<file path="config.mk">
export PLATFORM = sky130hd
export DESIGN_NAME = pc_next_ctrl
export DESIGN_NICKNAME = d
export VERILOG_FILES = /design/src/rtl/pc_next_ctrl.sv
export SDC_FILE = /design/constraint.sdc
export NUM_CORES = 1
export LEC_CHECK = 0
export ABC_AREA = 1
export CAP_MARGIN = 20
export CORE_MARGIN = 2
export CORE_UTILIZATION = 47
export CTS_BUF_LIST = sky130_fd_sc_hd__clkbuf_2
export DETAILED_ROUTE_END_ITERATION = 10
export GPL_ROUTABILITY_DRIVEN = 0
export PLACE_DENSITY_LB_ADDON = 0.08
export SYNTH_ARGS = -nofsm -noshare
export SYNTH_HDL_FRONTEND = slang
export SYNTH_SLANG_ARGS = --single-unit
</file>
<file path="constraint.sdc">
create_clock -name clk -period 2.4 [get_ports clk]
set_input_delay 0.48 -clock clk [delete_from_list [all_inputs] [get_ports clk]]
set_output_delay 0.48 -clock clk [all_outputs]
set_load 0.005 [all_outputs]
</file>
<file path="src/rtl/pc_next_ctrl.sv">
`default_nettype none
// ============================================================================
//  Module      : pc_next_ctrl
//  Description : IF-stage program-counter unit. Selects and registers the
//                next PC from sequential / branch / JAL / JR / HLT controls,
//                runs a BOOT/RUN/HALT FSM and counts retired instructions.
//  Revision    : 1.0 - initial release
// ============================================================================
module pc_next_ctrl #(
  parameter int                ADDR_W   = 16,
  parameter logic [ADDR_W-1:0] RESET_PC = 16'h0000,
  parameter int                CNT_W    = 16
) (
  input  logic              clk,
  input  logic              rst_n,
  input  logic              stall,
  input  logic              br_ctrl,
  input  logic [8:0]        br_offset,
  input  logic              jal,
  input  logic [11:0]       jal_offset,
  input  logic              jr,
  input  logic [ADDR_W-1:0] jr_target,
  input  logic              hlt,
  output logic [ADDR_W-1:0] pc,
  output logic [ADDR_W-1:0] pc_plus1,
  output logic              fetch_valid,
  output logic              halted,
  output logic [CNT_W-1:0]  instr_cnt
);

  typedef enum logic [1:0] {
    ST_BOOT = 2'd0,
    ST_RUN  = 2'd1,
    ST_HALT = 2'd2
  } state_t;

  state_t            r_state;
  state_t            w_state_nxt;
  logic [ADDR_W-1:0] r_pc;
  logic [ADDR_W-1:0] w_pc_nxt;
  logic [CNT_W-1:0]  r_cnt;
  logic [CNT_W-1:0]  w_cnt_nxt;
  logic              w_retire;
  logic [ADDR_W-1:0] w_seq;
  logic [ADDR_W-1:0] w_br_t;
  logic [ADDR_W-1:0] w_jal_t;

  // Candidate targets; all arithmetic wraps silently modulo 2^ADDR_W.
  assign w_seq   = r_pc + ADDR_W'(1);
  assign w_br_t  = w_seq + {{(ADDR_W-9){br_offset[8]}}, br_offset};
  assign w_jal_t = w_seq + {{(ADDR_W-12){jal_offset[11]}}, jal_offset};

  // Next-state, next-PC and retire decode; hlt > jr > jal > br > seq.
  always_comb begin
    w_state_nxt = r_state;
    w_pc_nxt    = r_pc;
    w_retire    = 1'b0;
    case (r_state)
      ST_BOOT: begin
        // One cycle to cover instruction-memory read latency.
        w_state_nxt = ST_RUN;
      end
      ST_RUN: begin
        if (!stall) begin
          w_retire = 1'b1;
          if (hlt) begin
            w_state_nxt = ST_HALT;
          end else if (jr) begin
            w_pc_nxt = jr_target;
          end else if (jal) begin
            w_pc_nxt = w_jal_t;
          end else if (br_ctrl) begin
            w_pc_nxt = w_br_t;
          end else begin
            w_pc_nxt = w_seq;
          end
        end
      end
      ST_HALT: begin
        // Only reset leaves HALT.
        w_state_nxt = ST_HALT;
      end
      default: begin
        w_state_nxt = ST_BOOT;
        w_pc_nxt    = RESET_PC;
      end
    endcase
  end

  // Saturating retired-instruction count.
  always_comb begin
    w_cnt_nxt = r_cnt;
    if (w_retire && (r_cnt != {CNT_W{1'b1}})) begin
      w_cnt_nxt = r_cnt + CNT_W'(1);
    end
  end

  // State, PC and counter registers with asynchronous active-low reset.
  always_ff @(posedge clk or negedge rst_n) begin
    if (!rst_n) begin
      r_state <= ST_BOOT;
      r_pc    <= RESET_PC;
      r_cnt   <= '0;
    end else begin
      r_state <= w_state_nxt;
      r_pc    <= w_pc_nxt;
      r_cnt   <= w_cnt_nxt;
    end
  end

  assign pc          = r_pc;
  assign pc_plus1    = w_seq;
  assign fetch_valid = (r_state == ST_RUN);
  assign halted      = (r_state == ST_HALT);
  assign instr_cnt   = r_cnt;

endmodule
`default_nettype wire

</file>
; Yosys cells after proc, flatten, opt, wreduce, memory -nomap -nowiden
; Index checks and enable logic that the tools add are counted.
[op_classes]
n_addsub = 4
bitwise = 1
eq_ne = 6
n_mux = 11
n_reduce_logical = 5
[ops]
columns = cell, n
row1 = 16-bit 2-to-1 mux, 5
row2 = "16-bit by 1-bit adder with 16-bit output, second input constant", 2
row3 = 16-bit adder, 2
row4 = 16-bit one-hot mux with 2 select lines, 1
row5 = "16-bit != test, second input constant", 1
row6 = "2-bit != test, second input constant", 3
row7 = 2-bit one-hot mux with 3 select lines, 1
row8 = 2-bit 2-to-1 mux, 2
row9 = 3-bit AND reduction, 1
row10 = "2-bit by 1-bit == test with 1-bit output, second input constant", 1
row11 = "2-bit == test, second input constant", 1
row12 = 2-bit logical NOT, 1
row13 = 1-bit 2-to-1 mux, 2
row14 = 2-bit AND reduction, 1
row15 = 2-bit OR reduction, 1
row16 = 1-bit logical AND, 1
row17 = 1-bit NOT, 1
[word_totals]
word_cells = 30
reg_bits = 34
inputBits = 44

; Logic depth before layout (Yosys ltp)
; Gate-level depths: netlist of the first run.
[depth]
ltp_word = 8
ltp_mapped = 22
mapped_depth_nobuf = 22

; Worst setup path before layout of the first run
; No wires, ideal clock.
[synth_path]
kind = register -> register
startpoint = register r_pc[0], in the netlist pc[0]
endpoint = register r_pc[15], in the netlist pc[15]
path_stages_with_launch = 21
path_slack_ps = -186
arrival_time_ps = 2469
n_path_buf = 0
setup_ps = 116
synth_period_minus_slack_ps = 2586
t_required_ps = 2284
cell_sequence = dfrtp_1 -> ha_1 -> nand2_2 -> nor2_4 -> nand2_2 -> nor2_2 -> nand3_2 -> xnor2_2 -> ha_1 -> a21oi_1 -> nand2_1 -> a21oi_1 -> nand2_1 -> nand2_1 -> nand3_1 -> nand2_1 -> nand3_1 -> nand2_1 -> nand2_1 -> nand2_1 -> nand2_1
[synth_between]
elab_chain_cells = 8
elab_cells_between_ends = 9
[synth_rtl]
columns = item, line
row1 = "start, declared", 39  ; logic [ADDR_W-1:0] r_pc;
row2 = "start signal, assigned", 106  ; r_pc <= w_pc_nxt;
row3 = 16-bit by 1-bit adder with 16-bit output (*), 49  ; assign w_seq = r_pc + ADDR_W'(1);
row4 = net pc_plus1[10], 25  ; output logic [ADDR_W-1:0] pc_plus1,
row5 = 16-bit adder, 50  ; assign w_br_t = w_seq + {{(ADDR_W-9){br_offset[8]}}, br_offset};
row6 = 16-bit 2-to-1 mux, 72  ; end else if (br_ctrl) begin
row7 = 16-bit 2-to-1 mux (*), 70  ; end else if (jal) begin
row8 = 16-bit 2-to-1 mux (*), 68  ; end else if (jr) begin
row9 = 16-bit 2-to-1 mux (*), 66  ; if (hlt) begin
row10 = 16-bit 2-to-1 mux (*), 64  ; if (!stall) begin
row11 = 16-bit one-hot mux with 2 select lines (*), 58  ; case (r_state)
; Mark *: on every way through the listed nets, which the timed path passes. The rest lies on a longest branch. The select of a mux whose other input is x is not followed.
; A chain may end at the register's enable or synchronous reset.

; Final worst setup path of the first run
[layout_path]
startpoint = register r_pc[0], in the netlist pc[0]
endpoint = register r_pc[14], in the netlist pc[14]
[layout_between]
elab_chain_cells = 8
elab_cells_between_ends = 9
[layout_rtl]
columns = item, line
row1 = 16-bit by 1-bit adder with 16-bit output (*), 49
row2 = 16-bit adder, 50
row3 = 16-bit 2-to-1 mux, 72
row4 = 16-bit 2-to-1 mux (*), 70
row5 = 16-bit 2-to-1 mux (*), 68
row6 = 16-bit 2-to-1 mux (*), 66
row7 = 16-bit 2-to-1 mux (*), 64
row8 = 16-bit one-hot mux with 2 select lines (*), 58
; Every way passes the cells marked *; elsewhere a longest branch is shown, timed or not. The select of a mux whose other input is x is not followed.

==> results of run 1 <==
[logic make-up (layout without fill, tap and decap cells)]
family	Yosys count	in the layout	share of synthesized area, %
DFF	34	34	21.3
AOI/OAI and AO/OA	102	102	14.0
adders and majority gates	40	40	12.9
and+or+nand+nor	313	313	35.3
muxes	1	1	0.281
buffers and inverters	87	340	8.29
xor gates and xnor gates	36	36	8.07
[stage by stage]
step                utilization [%]  TNS, ps  instances  total power [uW]
floorplan                         -     -443        613              2430
global placement               72.3    -4550        911              3880
detailed placement             72.3    -5630        911              3970
CTS                            82.5    -4960        953              4880
global route                   86.8   -10630        971              5800
finish                         86.8    -7870        971              5480
[flip-flops by register name (all words and copies together), names as in the netlist]
register,cells
r_state,2
pc,16
instr_cnt,16
[worst paths after layout]
path,start,end,slack [ps],depth (start not counted)
worst max-delay path,pc[0],pc[14],-610,17
worst min-delay path,rst_n,instr_cnt[11],430,2
worst max register to register,pc[0],pc[14],-610,17
worst min register to register,instr_cnt[14],instr_cnt[14],520,1
max in group asynchronous,rst_n,pc[0],1620,2
min in group clk,instr_cnt[14],instr_cnt[14],520,1
[power by group through the flow]
stage,sequential [uW],combinational (uW),clock (uW)
floorplan,857,1570,0
global placement,820,3060,0
detailed placement,828,3150,0
CTS,818,3760,300
global route,840,4630,326
finish,828,4350,302
[final cells by class]
cell class                      instances  area (um2)  share of cell area, %
Sequential cell                        34         851                   11.9
Multi-Input combinational cell        492        3600                   50.5
Timing Repair Buffer                  255        2210                   31.0
Clock buffer                            6        30.0                  0.421
Clock inverter                          2        8.76                  0.123
Inverter                               77         299                   4.19
Tap cell                              105         131                   1.84
[cell usage in the layout (no fill, tap or decap), types with 16 or more instances in the layout]
cell type,synthesis,layout
sky130_fd_sc_hd__a21oi_1,40,20
sky130_fd_sc_hd__nand2_2,7,39
sky130_fd_sc_hd__ha_4,0,22
sky130_fd_sc_hd__nor2_1,55,45
sky130_fd_sc_hd__buf_4,0,145
sky130_fd_sc_hd__buf_6,0,18
sky130_fd_sc_hd__nand2_1,171,136
sky130_fd_sc_hd__o21ai_0,33,22
sky130_fd_sc_hd__nand3_1,42,33
sky130_fd_sc_hd__inv_1,74,57
sky130_fd_sc_hd__o21ai_1,8,16
sky130_fd_sc_hd__dfrtp_1,34,34
sky130_fd_sc_hd__clkdlybuf4s50_1,0,79
[metal layers]
| layer | part of all wire, % | wire length [um] | up-vias | GRT usage [%] |
|---|---|---|---|---|
| li1 | - | - | 2508 | - |
| met4 | 6.2 | 1160 | 0 | 17.1 |
| met2 | 49 | 9090 | 441 | 62.7 |
| met5 | 0 | 0 | - | 0 |
| met1 | 35 | 6590 | 2654 | 43.3 |
| met3 | 9.9 | 1840 | 145 | 5.95 |
[repair_timing]
action | CTS | global route
endpoints found under the hold margin | 0 | 0
resized for setup | 135 | 59
pin swaps | 33 | 26
buffers inserted | 34 | 18
endpoints found under the setup margin | 27 | 26
==> summary.md, run 1 <==
| Metric | Value |
|---|---|
| Count of buffer and inverter cells on the critical path | `2` |
| CTS H-tree lvls | `2` |
| Total of buffers placed on input and output ports | `93` |
| Number of distinct library cells after synthesis | `43` |
| Number of antenna violations at the first check in global routing | `0` |
| Setup clock skew after layout | `32.1 ps` |
| Number of synthesized flops with an enable pin | `0` |
| DIE HEIGHT | `96.3 um` |
| Sequential cell fraction of total power | `15.1%` |
| Count of pins on the block boundary | `94` |
| CTS tree | `done` |
| Proportion of layout cells with a drive suffix above 1 | `38.7%` |
| Share of the synthesized area in the top cell type | `21.3%` |
| Mapped Nets | `697` |
| Initial core utilization | `48.7%` |
| Latest clock arrival within the worst-skew pair | `420 ps` |
| Cell area power density | `768 nW/um2` |
| Top area cells in the synthesized netlist | `sky130_fd_sc_hd__dfrtp_1 21%, sky130_fd_sc_hd__nand2_1 16%, sky130_fd_sc_hd__ha_1 12%, sky130_fd_sc_hd__inv_1 6.9%, sky130_fd_sc_hd__nand3_1 5.3%` |
| Number of pins exceeding their max-slew limit in the final report | `0` |
| Kind of path behind the tightest hold check | `primary input to asynchronous set/reset pin` |
| DR iter-0 viols | `753` |
| Deepest clock path buffer count | `2` |
| Cell Area, Synth | `4000 um2` |
| CP Max Fanout | `4` |
| Post-synthesis async set-or-reset flop share | `100%` |
| Number of antenna diodes | `0` |
| Post-Synthesis Cells | `613` |
| Final setup slack of the worst path | `-607 ps` |
| Category of the critical setup timing path | `flop to flop` |
| Number of buffers inserted during clock tree synthesis | `5` |
| Launching element type of the critical path | `flop` |
| Yosys reg bits | `34` |
| Via-per-instance ratio | `5.92` |
| Fraction of the yosys area taken by sequential cells | `21.3%` |
| Detailed Routing Iterations Pass 1 | `8` |
| Most frequent cell after synthesis | `sky130_fd_sc_hd__nand2_1` |
| Synth top cells by count | `171 x sky130_fd_sc_hd__nand2_1, 74 x sky130_fd_sc_hd__inv_1, 55 x sky130_fd_sc_hd__nor2_1, 42 x sky130_fd_sc_hd__nand3_1, 40 x sky130_fd_sc_hd__a21oi_1` |
| Arrival time of data at the critical path endpoint | `3320 ps` |
| Violated checks | `negative setup slack` |
| Master cell of the clock root buffer | `sky130_fd_sc_hd__clkbuf_2` |
| Worst-margin pin slew | `555 ps` |
| Hold-fix buffers, CTS | `0` |
| Cell at the slowest stage of the critical path | `sky130_fd_sc_hd__dfrtp_1` |
| Final-report setup violation count | `25` |
| Overall via count from detail_route | `5748` |
| Dominant synthesized flop cell | `sky130_fd_sc_hd__dfrtp_1` |
| Dominant cell type by area after synthesis | `sky130_fd_sc_hd__dfrtp_1` |
| Number of global-route vias before repair | `5533` |
| Required time at the worst-slack endpoint | `2720 ps` |
| Most prevalent standard cell on the critical path | `sky130_fd_sc_hd__nand2_1` |
| Crit path max-delay family | `simple AND/OR/NAND/NOR gates` |
| Leakage power | `0.00360 uW` |
| Psw | `2610 uW` |
| Width of the die | `96.3 um` |
| Syn. warnings | `0` |
| Achievable Freq | `333 MHz` |
| Die footprint | `9270 um2` |
| Final Instance Area | `7140 um2` |
| Clock share of power | `5.5%` |
| Crit path cell chain | `buf_4 -> nand3_4 -> nor2_4 -> nand2_2 -> o21bai_1 -> nand2_2 -> inv_4 -> ha_1 -> a21o_1 -> o21bai_2 -> a21oi_1 -> nand2_1 -> nor2_1 -> nand3b_1 -> nand3_1 -> nand2_1 -> nand2_1` |
| Global routing usage summed across all routing layers | `36.2%` |
| Area of the placeable core | `8220 um2` |
| Pin count of the biggest net entering global routing | `35` |
| Average wire per cell in the routed design | `19.2 um` |
| HPWL reported at the end of detailed placement | `11000 um` |
| Placement-stage cell area | `5940 um2` |
| Largest stage delay on the critical path | `400 ps` |
| Fraction of power spent switching nets | `47.6%` |
| Worst max-slew margin expressed relative to the limit | `62.8%` |
| Part of the power in combinational logic | `79.4%` |
| Max-cap violations | `0` |
| Number of clock sinks seen by CTS | `34` |
| Detail Route Antenna Nets | `0` |
| Area Growth Syn to Fin | `78.4%` |
| Fill cell count | `431` |
| Post-Syn Area per Cell | `6.53 um2` |
| Final hold violation count | `0` |
| Peak ir drop on the vdd network | `689 uV` |
| Share of the clock period used by the worst path | `125%` |
| Minimum clock period | `3010 ps` |
| Hold slack final | `431 ps` |
| Routed wire length | `18700 um` |
| Internal Dissipation | `2870 uW` |
| Pre-CTS setup slack | `-530 ps` |
| Global-route wire length before repair | `25900 um` |
| Clk slew on worst S/H paths | `220 ps` |
| NumNets Final | `949` |
| Outcome | `finished, violations left` |
| Number of cell rows | `33` |
| Kind of capture point of the worst setup path | `flop` |
| Overflow left after global routing | `0` |
| # DRC | `0` |
| RSZ-0062 raised after global routing | `true` |
Note: power is estimated with default switching activity, not from simulation.
==> inputs of run 2 (changes only) <==
Settings changed: CTS_BUF_LIST sky130_fd_sc_hd__clkbuf_2 to sky130_fd_sc_hd__clkbuf_8.
==> run 2 against run 1 <==
  * The flow still finishes with violations (negative setup slack)
  * Fmax is 1.5% higher
  * Die area stayed put
  * Global-route usage is 1.5 points lower
  * Cell area is 0.12% higher
  * Critical path type unchanged
==> summary.md, run 2 (synthesis results as in run 1) <==
| Metric | Value |
|---|---|
| Die footprint | `9270 um2` |
| Worst Hold Launch | `instr_cnt[14]` |
| Most common cell after layout, fill and taps aside | `sky130_fd_sc_hd__nand2_1` |
| # DRC | `0` |
| Largest stage delay on the critical path | `440 ps` |
| Pre-CTS setup slack | `-530 ps` |
| Number of clock sinks seen by CTS | `34` |
| Area Growth Syn to Fin | `78.6%` |
| Kind of path behind the tightest hold check | `flop to flop` |
| HPWL reported at the end of detailed placement | `11000 um` |
| Part of the power in combinational logic | `77.0%` |
| Count of pins on the block boundary | `94` |
| Deepest clock path buffer count | `2` |
| Setup clock skew after layout | `12.2 ps` |
| Number of buffers inserted during clock tree synthesis | `5` |
| Worst max-slew margin expressed relative to the limit | `61.6%` |
| Share of the clock period used by the worst path | `123%` |
| Worst-margin pin slew | `572 ps` |
| Number of antenna diodes | `0` |
| Number of antenna violations at the first check in global routing | `0` |
| Start point of the critical path | `pc[0]` |
| Overflow left after global routing | `0` |
| Fill cell count | `410` |
| Leading cell types in the layout, fill and taps excluded | `139 x sky130_fd_sc_hd__nand2_1, 130 x sky130_fd_sc_hd__buf_4, 79 x sky130_fd_sc_hd__clkdlybuf4s50_1, 59 x sky130_fd_sc_hd__inv_1, 43 x sky130_fd_sc_hd__nor2_1` |
| Average wire per cell in the routed design | `19.2 um` |
| Required time at the worst-slack endpoint | `2580 ps` |
| Max-cap violations | `0` |
| Most prevalent standard cell on the critical path | `sky130_fd_sc_hd__nand2_1` |
| Area of the placeable core | `8220 um2` |
| Outcome | `finished, violations left` |
| Detailed Routing Iterations Pass 1 | `7` |
| DR iter-0 viols | `463` |
| Fraction of power spent switching nets | `46.5%` |
| Routed wire length | `18500 um` |
| Achievable Freq | `338 MHz` |
| Global-route wire length before repair | `24900 um` |
| Clock share of power | `8.2%` |
| Final Instance Area | `7140 um2` |
| Final hold violation count | `0` |
| DIE HEIGHT | `96.3 um` |
| CTS tree | `done` |
| Category of the critical setup timing path | `flop to flop` |
| Minimum clock period | `2960 ps` |
| Final Util | `86.9%` |
| Latest clock arrival within the worst-skew pair | `300 ps` |
| Initial core utilization | `48.7%` |
| CP Max Fanout | `3` |
| Detail Route Antenna Nets | `0` |
| Cell area power density | `789 nW/um2` |
| Kind of capture point of the worst setup path | `flop` |
| CTS H-tree lvls | `2` |
| Psw | `2620 uW` |
| Overall via count from detail_route | `5595` |
| Via-per-instance ratio | `5.83` |
| Width of the die | `96.3 um` |
| Number of global-route vias before repair | `5262` |
| Sequential cell fraction of total power | `14.8%` |
| Master cell of the clock root buffer | `sky130_fd_sc_hd__clkbuf_8` |
| Overall power after layout | `5630 uW` |
| Final setup slack of the worst path | `-562 ps` |
| Crit path cell chain | `ha_4 -> nand2_4 -> nor2_4 -> nand2_4 -> nor2_4 -> nand3_4 -> xnor2_4 -> ha_4 -> buf_6 -> nand2_2 -> inv_2 -> nand2_2 -> nand2_2 -> a21oi_2 -> nand2_1 -> nand2_1 -> nand3_1 -> nand2_1 -> nand3_1 -> nand2_1 -> nand2_1 -> nand2_1 -> nand2_1` |
| Pin count of the biggest net entering global routing | `35` |
| RR Startpoint | `pc[0]` |
| Leakage power | `0.00355 uW` |
| NumNets Final | `938` |
| Internal Dissipation | `3010 uW` |
| Global routing usage summed across all routing layers | `34.7%` |
| Peak ir drop on the vdd network | `686 uV` |
| Clk slew on worst S/H paths | `80 ps` |
| Cell at the slowest stage of the critical path | `sky130_fd_sc_hd__dfrtp_1` |
| Violated checks | `negative setup slack` |
| Hold-fix buffers, CTS | `0` |
| RSZ-0062 raised after global routing | `true` |
| Number of pins exceeding their max-slew limit in the final report | `0` |
| Placement-stage cell area | `5940 um2` |
| Arrival time of data at the critical path endpoint | `3140 ps` |
| Proportion of layout cells with a drive suffix above 1 | `39.1%` |
| Total of buffers placed on input and output ports | `93` |
| Number of cell rows | `33` |
| Final-report setup violation count | `17` |
| Launching element type of the critical path | `flop` |
[run 2: cell types whose count changed in the layout (fill, tap and decap cells not counted), sizes merged]
| cell | before | now |
|---|---|---|
| buf | 164 | 156 |
| clkbuf | 7 | 10 |
| clkinv | 3 | 2 |
| dlygate4sd2 | 8 | 3 |
| dlymetal6s2s | 3 | 2 |
| inv | 76 | 77 |
[run 2: critical path, delay by kind of cell (launching register included)]
family                     cells  cell delay [ps]
AOI/OAI and AO/OA              1              140
buffers and inverters          2              170
DFF                            1              440
and+or+nand+nor               17             1460
adders and majority gates      2              430
xor gates and xnor gates       1              220
[run 2: stage by stage]
| stage | hold WS (ps) | TNS [ps] | std cells |
|---|---|---|---|
| after global placement | 479 | -4550 | 911 |
| after detailed placement | 495 | -5630 | 911 |
| after floorplan | 184 | -443 | 613 |
| final | 507 | -6080 | 960 |
| after global routing | 524 | -7960 | 960 |
| after CTS | 511 | -3050 | 946 |
[run 2: worst paths after layout]
check	to	slack [ps]	depth (start not counted)
max	pc[15]	-560	23
min	instr_cnt[14]	510	1
max reg2reg	pc[15]	-560	23
min reg2reg	instr_cnt[14]	510	1
max in group asynchronous	pc[1]	1460	2
min in group asynchronous	instr_cnt[14]	600	2
[run 2: power by group through the flow]
stage	logic (uW)	registers, uW	clock network [uW]
3_3_place_gp	3060	820	0
4_1_cts	3660	819	465
6_report	4340	833	464
3_5_place_dp	3150	828	0
2_1_floorplan	1570	857	0
5_1_grt	4610	844	497
[run 2: repair_timing]
action                                  4_1_cts  5_1_grt
pin swaps                                    39       39
buffers inserted                             27       15
resized for setup                           124       96
endpoints found under the setup margin       27       24
[run 2: area by class of cell]
| type | instances | area (um2) | area share (%) |
|---|---|---|---|
| Inverter | 77 | 297 | 4.15 |
| Timing Repair Buffer | 244 | 2140 | 29.9 |
| Clock inverter | 2 | 8.76 | 0.123 |
| Sequential cell | 34 | 851 | 11.9 |
| Multi-Input combinational cell | 492 | 3630 | 50.9 |
| Clock buffer | 6 | 82.6 | 1.16 |
| Tap cell | 105 | 131 | 1.84 |
[run 2: per-layer routing]
metal | up-vias | GRT usage [%] | part of all wire [%]
met5 | - | 0 | 0
met2 | 403 | 59.5 | 47
met4 | 0 | 14.6 | 7.5
met1 | 2569 | 42.8 | 36
met3 | 146 | 5.72 | 9.4
li1 | 2477 | - | -
==> inputs of run 3 (changes only) <==
Settings changed: CTS_CLUSTER_DIAMETER set to 60.
==> results of run 3 <==
Same layout as run 2: the final DEF is identical, and so are final timing and power.
